--- src/rtl/spi_memory_param.sv ---
// spi_memory_param: SPI mode-0 slave onto a 2**ADDR_W x DATA_W memory.
// Frame: ADDR_W addr bits, R/W bit (1=read), DATA_W data bits, all MSB first.
// Optional macro SPI_MEMORY_BURST_EN: auto-increment and continue while cs low.
module spi_memory_param #(
    parameter int ADDR_W      = 7,
    parameter int DATA_W      = 8,
    parameter int SYNC_STAGES = 2
) (
    input  logic clk,
    input  logic reset_n,
    input  logic sclk_pin,
    input  logic cs_pin,
    input  logic mosi_pin,
    output logic miso_pin,
    output logic miso_oe,
    output logic busy
);
    localparam int MAXB  = (ADDR_W > DATA_W) ? ADDR_W : DATA_W;
    localparam int CW    = $clog2(MAXB + 1);
    localparam int DEPTH = 2 ** ADDR_W;

    typedef enum logic [2:0] {
        IDLE, ADDR, RW, READ_LOAD, READ_SHIFT,
        WRITE_SHIFT, WRITE_COMMIT, HOLD
    } state_t;

    logic [SYNC_STAGES-1:0] sclk_sync, cs_sync, mosi_sync;
    logic                   sclk_prev, cs_prev;
    logic                   sclk_s, cs_s, mosi_s;
    logic                   rise, fall, cs_fall;

    state_t            state;
    logic [ADDR_W-1:0] addr;
    logic [DATA_W-1:0] sr;
    logic [CW-1:0]     cnt;
    logic              lead;
    logic              wr_en;
    logic [DATA_W-1:0] mem [0:DEPTH-1];

    assign sclk_s  = sclk_sync[SYNC_STAGES-1];
    assign cs_s    = cs_sync[SYNC_STAGES-1];
    assign mosi_s  = mosi_sync[SYNC_STAGES-1];
    assign rise    = sclk_s & ~sclk_prev;
    assign fall    = ~sclk_s & sclk_prev;
    assign cs_fall = ~cs_s & cs_prev;

    assign busy     = ~cs_s;
    assign miso_pin = miso_oe & sr[DATA_W-1];
    assign wr_en    = (state == WRITE_COMMIT) && !cs_s;

    // Bring the SPI pins into the clk domain; keep one extra sample for edges.
    always_ff @(posedge clk or negedge reset_n) begin
        if (!reset_n) begin
            sclk_sync <= '0;
            cs_sync   <= '1;
            mosi_sync <= '0;
            sclk_prev <= 1'b0;
            cs_prev   <= 1'b1;
        end else begin
            sclk_sync <= {sclk_sync[SYNC_STAGES-2:0], sclk_pin};
            cs_sync   <= {cs_sync[SYNC_STAGES-2:0], cs_pin};
            mosi_sync <= {mosi_sync[SYNC_STAGES-2:0], mosi_pin};
            sclk_prev <= sclk_s;
            cs_prev   <= cs_s;
        end
    end

    // Storage array; deliberately not reset so contents survive reset.
    always_ff @(posedge clk) begin
        if (wr_en) mem[addr] <= sr;
    end

    // Transaction FSM; cs high wins over any sclk edge in the same cycle.
    // The first fall after the R/W bit only closes that bit, so it is skipped.
    always_ff @(posedge clk or negedge reset_n) begin
        if (!reset_n) begin
            state   <= IDLE;
            addr    <= '0;
            sr      <= '0;
            cnt     <= '0;
            lead    <= 1'b0;
            miso_oe <= 1'b0;
        end else if (cs_s && state != IDLE) begin
            state   <= IDLE;
            cnt     <= '0;
            lead    <= 1'b0;
            miso_oe <= 1'b0;
        end else begin
            unique case (state)
                IDLE: begin
                    if (cs_fall) begin
                        state <= ADDR;
                        cnt   <= '0;
                    end
                end
                ADDR: begin
                    if (rise) begin
                        addr <= {addr[ADDR_W-2:0], mosi_s};
                        if (cnt == CW'(ADDR_W - 1)) begin
                            cnt   <= '0;
                            state <= RW;
                        end else begin
                            cnt <= cnt + 1'b1;
                        end
                    end
                end
                RW: begin
                    if (rise) begin
                        if (mosi_s) begin
                            state <= READ_LOAD;
                            lead  <= 1'b1;
                        end else begin
                            state <= WRITE_SHIFT;
                        end
                    end
                end
                READ_LOAD: begin
                    sr      <= mem[addr];
                    cnt     <= '0;
                    miso_oe <= 1'b1;
                    state   <= READ_SHIFT;
                end
                READ_SHIFT: begin
                    if (fall) begin
                        if (lead) begin
                            lead <= 1'b0;
                        end else begin
                            sr <= sr << 1;
                            if (cnt == CW'(DATA_W - 1)) begin
                                cnt     <= '0;
                                miso_oe <= 1'b0;
`ifdef SPI_MEMORY_BURST_EN
                                addr    <= addr + 1'b1;
                                state   <= READ_LOAD;
`else
                                state   <= HOLD;
`endif
                            end else begin
                                cnt <= cnt + 1'b1;
                            end
                        end
                    end
                end
                WRITE_SHIFT: begin
                    if (rise) begin
                        sr <= {sr[DATA_W-2:0], mosi_s};
                        if (cnt == CW'(DATA_W - 1)) begin
                            cnt   <= '0;
                            state <= WRITE_COMMIT;
                        end else begin
                            cnt <= cnt + 1'b1;
                        end
                    end
                end
                WRITE_COMMIT: begin
`ifdef SPI_MEMORY_BURST_EN
                    addr  <= addr + 1'b1;
                    state <= WRITE_SHIFT;
`else
                    state <= HOLD;
`endif
                end
                HOLD: begin
                    state <= HOLD;
                end
            endcase
        end
    end

endmodule

--- config.mk ---
export PLATFORM = sky130hd
export DESIGN_NAME = spi_memory_param
export DESIGN_NICKNAME = d
export VERILOG_FILES = /design/src/rtl/spi_memory_param.sv
export SDC_FILE = /design/constraint.sdc
export NUM_CORES = 1
export LEC_CHECK = 0
export CORE_MARGIN = 5
export CORE_UTILIZATION = 40
export CTS_CLUSTER_SIZE = 30
export DETAILED_ROUTE_END_ITERATION = 10
export GPL_ROUTABILITY_DRIVEN = 0
export PLACE_DENSITY = 0.54
export SLEW_MARGIN = 20
export SYNTH_ARGS = -nofsm -noshare
export SYNTH_HDL_FRONTEND = slang
export SYNTH_SLANG_ARGS = --single-unit
--- constraint.sdc ---
create_clock -name clk -period 3.3 [get_ports clk]
set_input_delay 0.66 -clock clk [delete_from_list [all_inputs] [get_ports clk]]
set_output_delay 0.66 -clock clk [all_outputs]
set_load 0.01 [all_outputs]
* Word level (Yosys, flattened, before mapping) *
Memories as Yosys holds them, arrays and structs flattened.
Cells that the tools add are included.

word-level totals
  bits of input ports = 5
  word-level logic and storage cells = 96
  register bits = 32
  memory bits (writable) = 1024
  memories = 1
  output and inout port bits = 3

cells by class
  muxes and demuxes = 37
  add/subtract/negate cells = 1
  equality and inequality tests = 22
  bitwise operators = 8
  reductions and logical operators = 16

memories
  name  depth  bits a word  rd ports  clocked after memory_dff  wr ports  line  text
  mem   128    8            1         0                         1         38    logic [DATA_W-1:0] mem [0:DEPTH-1];

operators with widths
  kind                   number
  $mux W3                11
  $mux W4                8
  $ne A3 B3 Y1 const B   10
  $mux W8                3
  $pmux W8 S3            1
  $pmux W3 S7            1
  $pmux W4 S5            1
  $eq A3 B3 Y1 const B   4
  $reduce_bool A3 Y1     4
  $mux W1                10
  $reduce_and A9 Y1      1
  $eq A4 B3 Y1 const B   2
  $reduce_and A4 Y1      2
  $eq A3 B2 Y1 const B   2
  $ne A2 B2 Y1 const B   3
  $reduce_and A6 Y1      1
  $reduce_bool A6 Y1     1
  $reduce_and A5 Y1      1
  $add A4 B1 Y4 const B  1
  $and A1 B1 Y1          4
  $not A1 Y1             4
  $pmux W1 S2            2
  $eq A3 B1 Y1 const B   1
  $logic_not A3 Y1       1
  4 further kinds        5

* Longest topological paths before layout *
  word-level depth = 6
  mapped depth = 12
  mapped depth without buffers = 8

* Worst setup path after synthesis *
Ideal clock, no wire load.

  path type = flip-flop to flip-flop
  start = register sr[3]
  end = register sr[4]
  data required time = 3.225 ns
  path slack = 0.377 ns
  cell stages (with the launch flop) = 4
  buffers on the path = 0
  period minus slack after synthesis = 2.923 ns
  arrival = 2.849 ns
  library setup time = 0.075 ns
  path through = dfrtp_1 > o21ai_0 > or4b_2 > nand3_1

on the way
  longest elaborated chain between the ends = 3
  elaborated cells on any way between the ends = 4
  those cells by class = mux: 4

ends and longest elaborated chain
  item                    line  text
  from (decl)             34    logic [DATA_W-1:0] sr;
  from (signal assigned)  118   sr <= mem[addr];
  from (signal assigned)  128   sr <= sr << 1;
  from (signal assigned)  146   sr <= {sr[DATA_W-2:0], mosi_s};
  $mux W8                 125   if (lead) begin
  $mux W8                 124   if (fall) begin
  $pmux W8 S3 *           89    unique case (state)

Every way passes the cells marked *; elsewhere a longest branch is shown, timed or not. The select of a mux whose other input is x is not followed.
A chain may end at the register's enable or synchronous reset.

* Worst setup path in the final report *
  start = register addr[0]
  end = register sr[7]

on the way
  longest elaborated chain between the ends = 2

ends and longest elaborated chain
  item                    line  text
  from (decl)             33    logic [ADDR_W-1:0] addr;
  from (signal assigned)  98    addr <= {addr[ADDR_W-2:0], mosi_s};
  $mem_v2 Z128 W8         --
  $pmux W8 S3             89

Every way passes these cells.

==> flow_summary.json <==
{
  "worstSetupEndpointType": "flip-flop",
  "largest_incremental_delay_on_the_critical_path_ps": 570,
  "outcome": "finished clean",
  "setup_repair_after_global_routing_missed_its_margin": "false",
  "worst-path-max-fanout": 32,
  "mostFrequentLayoutCell": "edfxtp_1",
  "globalRouteOverflowTotal": 0,
  "drt_iter0_markers": 2686,
  "numCtsBuffers": 109,
  "maxCapViolCount": 0,
  "grt_start_max_net_pins": 90,
  "fraction_of_final_layout_cells_with_drive_strength_greater_than_1": 0.255,
  "finalWirelength_um": 116000,
  "synth_cells": 2314,
  "timing.final.crit_period_ps": 3180,
  "route.vias.total": 23448,
  "finalClockSkew_ps": 32.1,
  "critPathKind": "flip-flop to flip-flop",
  "h_tree_level_count": 3,
  "final_antenna_net_count": 0,
  "numnets_final": 2572,
  "crit_start_category": "flip-flop",
  "dieArea_sq_um": 111000,
  "area_delta_synth_final_pct": 16.6,
  "synth_register_bits": 1056,
  "final_area_sq_um": 48600,
  "number_of_port_buffers": 7,
  "critical-path-top-delay-family": "compound AO/OA/AOI/OAI gates",
  "critical-path-slowest-cell": "dfrtp_4",
  "required_ps": 3860,
  "syn_avg_cell_area_sq_um": 18.0,
  "core_sq_um": 103000,
  "synthDistinctLibCells": 75,
  "finalSetupViolations": 0,
  "path_clk_slew_ps": 70,
  "ys_seq_area_frac": 0.756,
  "gr-usage-all-layers": 0.206,
  "peakVddDrop_mv": 0.776,
  "insertedDiodeCount": 0,
  "floorplan.die.height_um": 333,
  "dp.cells": 3834,
  "post-dp-hpwl_um": 73800,
  "hold_path_class": "flip-flop to flip-flop",
  "die_w_um": 333,
  "most-common-layout-cells": "1024 x edfxtp_1, 259 x buf_4, 180 x nor2_1",
  "postSynthNetCount": 2321,
  "initial_utilization": 0.403,
  "pwr_density_cell_nw_per_um2": 866,
  "clockRootBuffer": "clkbuf_16",
  "placement_rows": 118,
  "clk_latency_ps": 690,
  "cts.sink_count": 1056,
  "number_of_antenna_violations_at_the_first_check_in_global_routing": 2,
  "tritoncts": "yes",
  "max-slew-margin-rel": 0.325,
  "cp_num_buf_inv": 2,
  "ioPinCount": 8,
  "dominantRegCellSynth": "edfxtp_1",
  "cts_post_setup_buffers_inserted": 0,
  "final_max_slew_viol_count": 0,
  "p_leak_uw": 0.0156,
  "final.period_utilization": 0.964,
  "worst_pin_slew_ps": 1010,
  "timing.critical_path.arrival_ps": 3740,
  "timing.critical_path.cells": "buf_12 -> and2_1 -> buf_4 -> o2bb2ai_1 -> o21ai_0 -> a31oi_1 -> nor4_1 -> o31a_1 -> a21oi_1",
  "timing.setup.tns_ps": 0,
  "postPlaceCellArea_sq_um": 45200,
  "finish.cell_count_without_fillers": 4034,
  "grt_first_pass_wirelength_um": 169000,
  "post_drt_wl_per_cell_um": 28.8,
  "finalHoldViolations": 0,
  "totalPowerFinal_uw": 42100,
  "detail_route.drc_violations": 0,
  "first_global_vias": 23673,
  "clock.fmax_mhz": 314,
  "share_of_synthesized_flip_flops_with_an_asynchronous_set_or_reset": 0.0303,
  "clock_tree.buffer_depth": 3,
  "synth.cell_area_sq_um": 41700,
  "drt_first_pass_iters": 5,
  "ys.warnings.count": 0,
  "synth-edff-count": 1024,
  "vias_per_cell": 5.81
}
[cell usage after synthesis, drive strengths merged (11+ instances only)]
cell / n / area (sq um)
mux2: 83 / 935
a22o: 19 / 166
o21ai: 84 / 420
a221oi: 83 / 727
dfrtp: 29 / 726
mux2i: 98 / 981
o221ai: 13 / 114
clkbuf: 50 / 188
nor2: 181 / 682
a211oi: 17 / 128
nand2: 99 / 372
a221o: 11 / 110
nor3: 16 / 80.1
a22oi: 37 / 278
buf: 102 / 637
mux4: 119 / 2680
edfxtp: 1024 / 30700
a21oi: 52 / 260
nor2b: 14 / 87.6
nand3: 28 / 140
[power breakdown]
group | switching [uW] | total (uW) | internal (uW)
clock | 5080 | 11800 | 6700
sequential | 945 | 17600 | 16600
combinational | 8170 | 12800 | 4600
total | 14200 | 42100 | 27900
[layer usage]
| metal | track usage | part of all wire |
|---|---|---|
| met1 | 0.298 | 0.43 |
| met2 | 0.325 | 0.47 |
| met3 | 0.0337 | 0.070 |
| met4 | 0.0612 | 0.028 |
| met5 | 0 | 0 |
[final cells by class]
cell class,count,area (sq um)
Fill cell,8688,54900
Sequential cell,1056,31600
Inverter,10,37.5
Tap cell,1380,1730
Multi-Input combinational cell,1096,9320
Timing Repair Buffer,292,2530
Clock inverter,60,489
Clock buffer,140,2920
[kinds of logic after synthesis]
kind of cell,Yosys count,share of synthesized area
muxes,300,0.110
and+or+nand+nor,382,0.0400
adders and majority gates,2,0.000600
DFF,1056,0.756
buffers and inverters,162,0.0207
AOI/OAI and AO/OA,412,0.0722
[registers in the layout, indices dropped and copies added (netlist names)]
signal	cells
sr	8
cs_prev	1
mosi_sync	2
mem	1024
cnt	4
lead	1
miso_oe	1
cs_sync	2
addr	7
sclk_prev	1
sclk_sync	2
state	3
[path summary, 6_finish.rpt]
kind | start | end | slack (ps) | cells after the start
max | addr[0]$_DFFE_PN0P_ | sr[7]$_DFFE_PN0P_ | 120 | 9
min | sclk_sync[0]$_DFF_PN0_ | sclk_sync[1]$_DFF_PN0_ | 360 | 0
max reg2reg | addr[0]$_DFFE_PN0P_ | sr[7]$_DFFE_PN0P_ | 120 | 9
min reg2reg | sclk_sync[0]$_DFF_PN0_ | sclk_sync[1]$_DFF_PN0_ | 360 | 0
max in group asynchronous | reset_n | sr[1]$_DFFE_PN0P_ | 2510 | 2
min in group asynchronous | reset_n | cnt[1]$_DFFE_PN0P_ | 410 | 2
[stage by stage]
step | utilization | setup slack [ps] | hold slack (ps)
after global routing | 0.470 | 90.3 | 370
after floorplan | - | 377 | 331
after detailed placement | 0.437 | -143 | 344
after global placement | 0.437 | -143 | 350
final | 0.470 | 118 | 358
after CTS | 0.470 | 24.1 | 341
[repair_timing]
| action | 4_1_cts | 5_1_grt |
|---|---|---|
| endpoints found under the hold margin | 0 | 0 |
| setup endpoints to repair | 1 | 1 |
| hold buffers | 0 | 0 |
| resized for setup | 1 | 1 |
No activity file was read; power rests on OpenSTA's default activity.
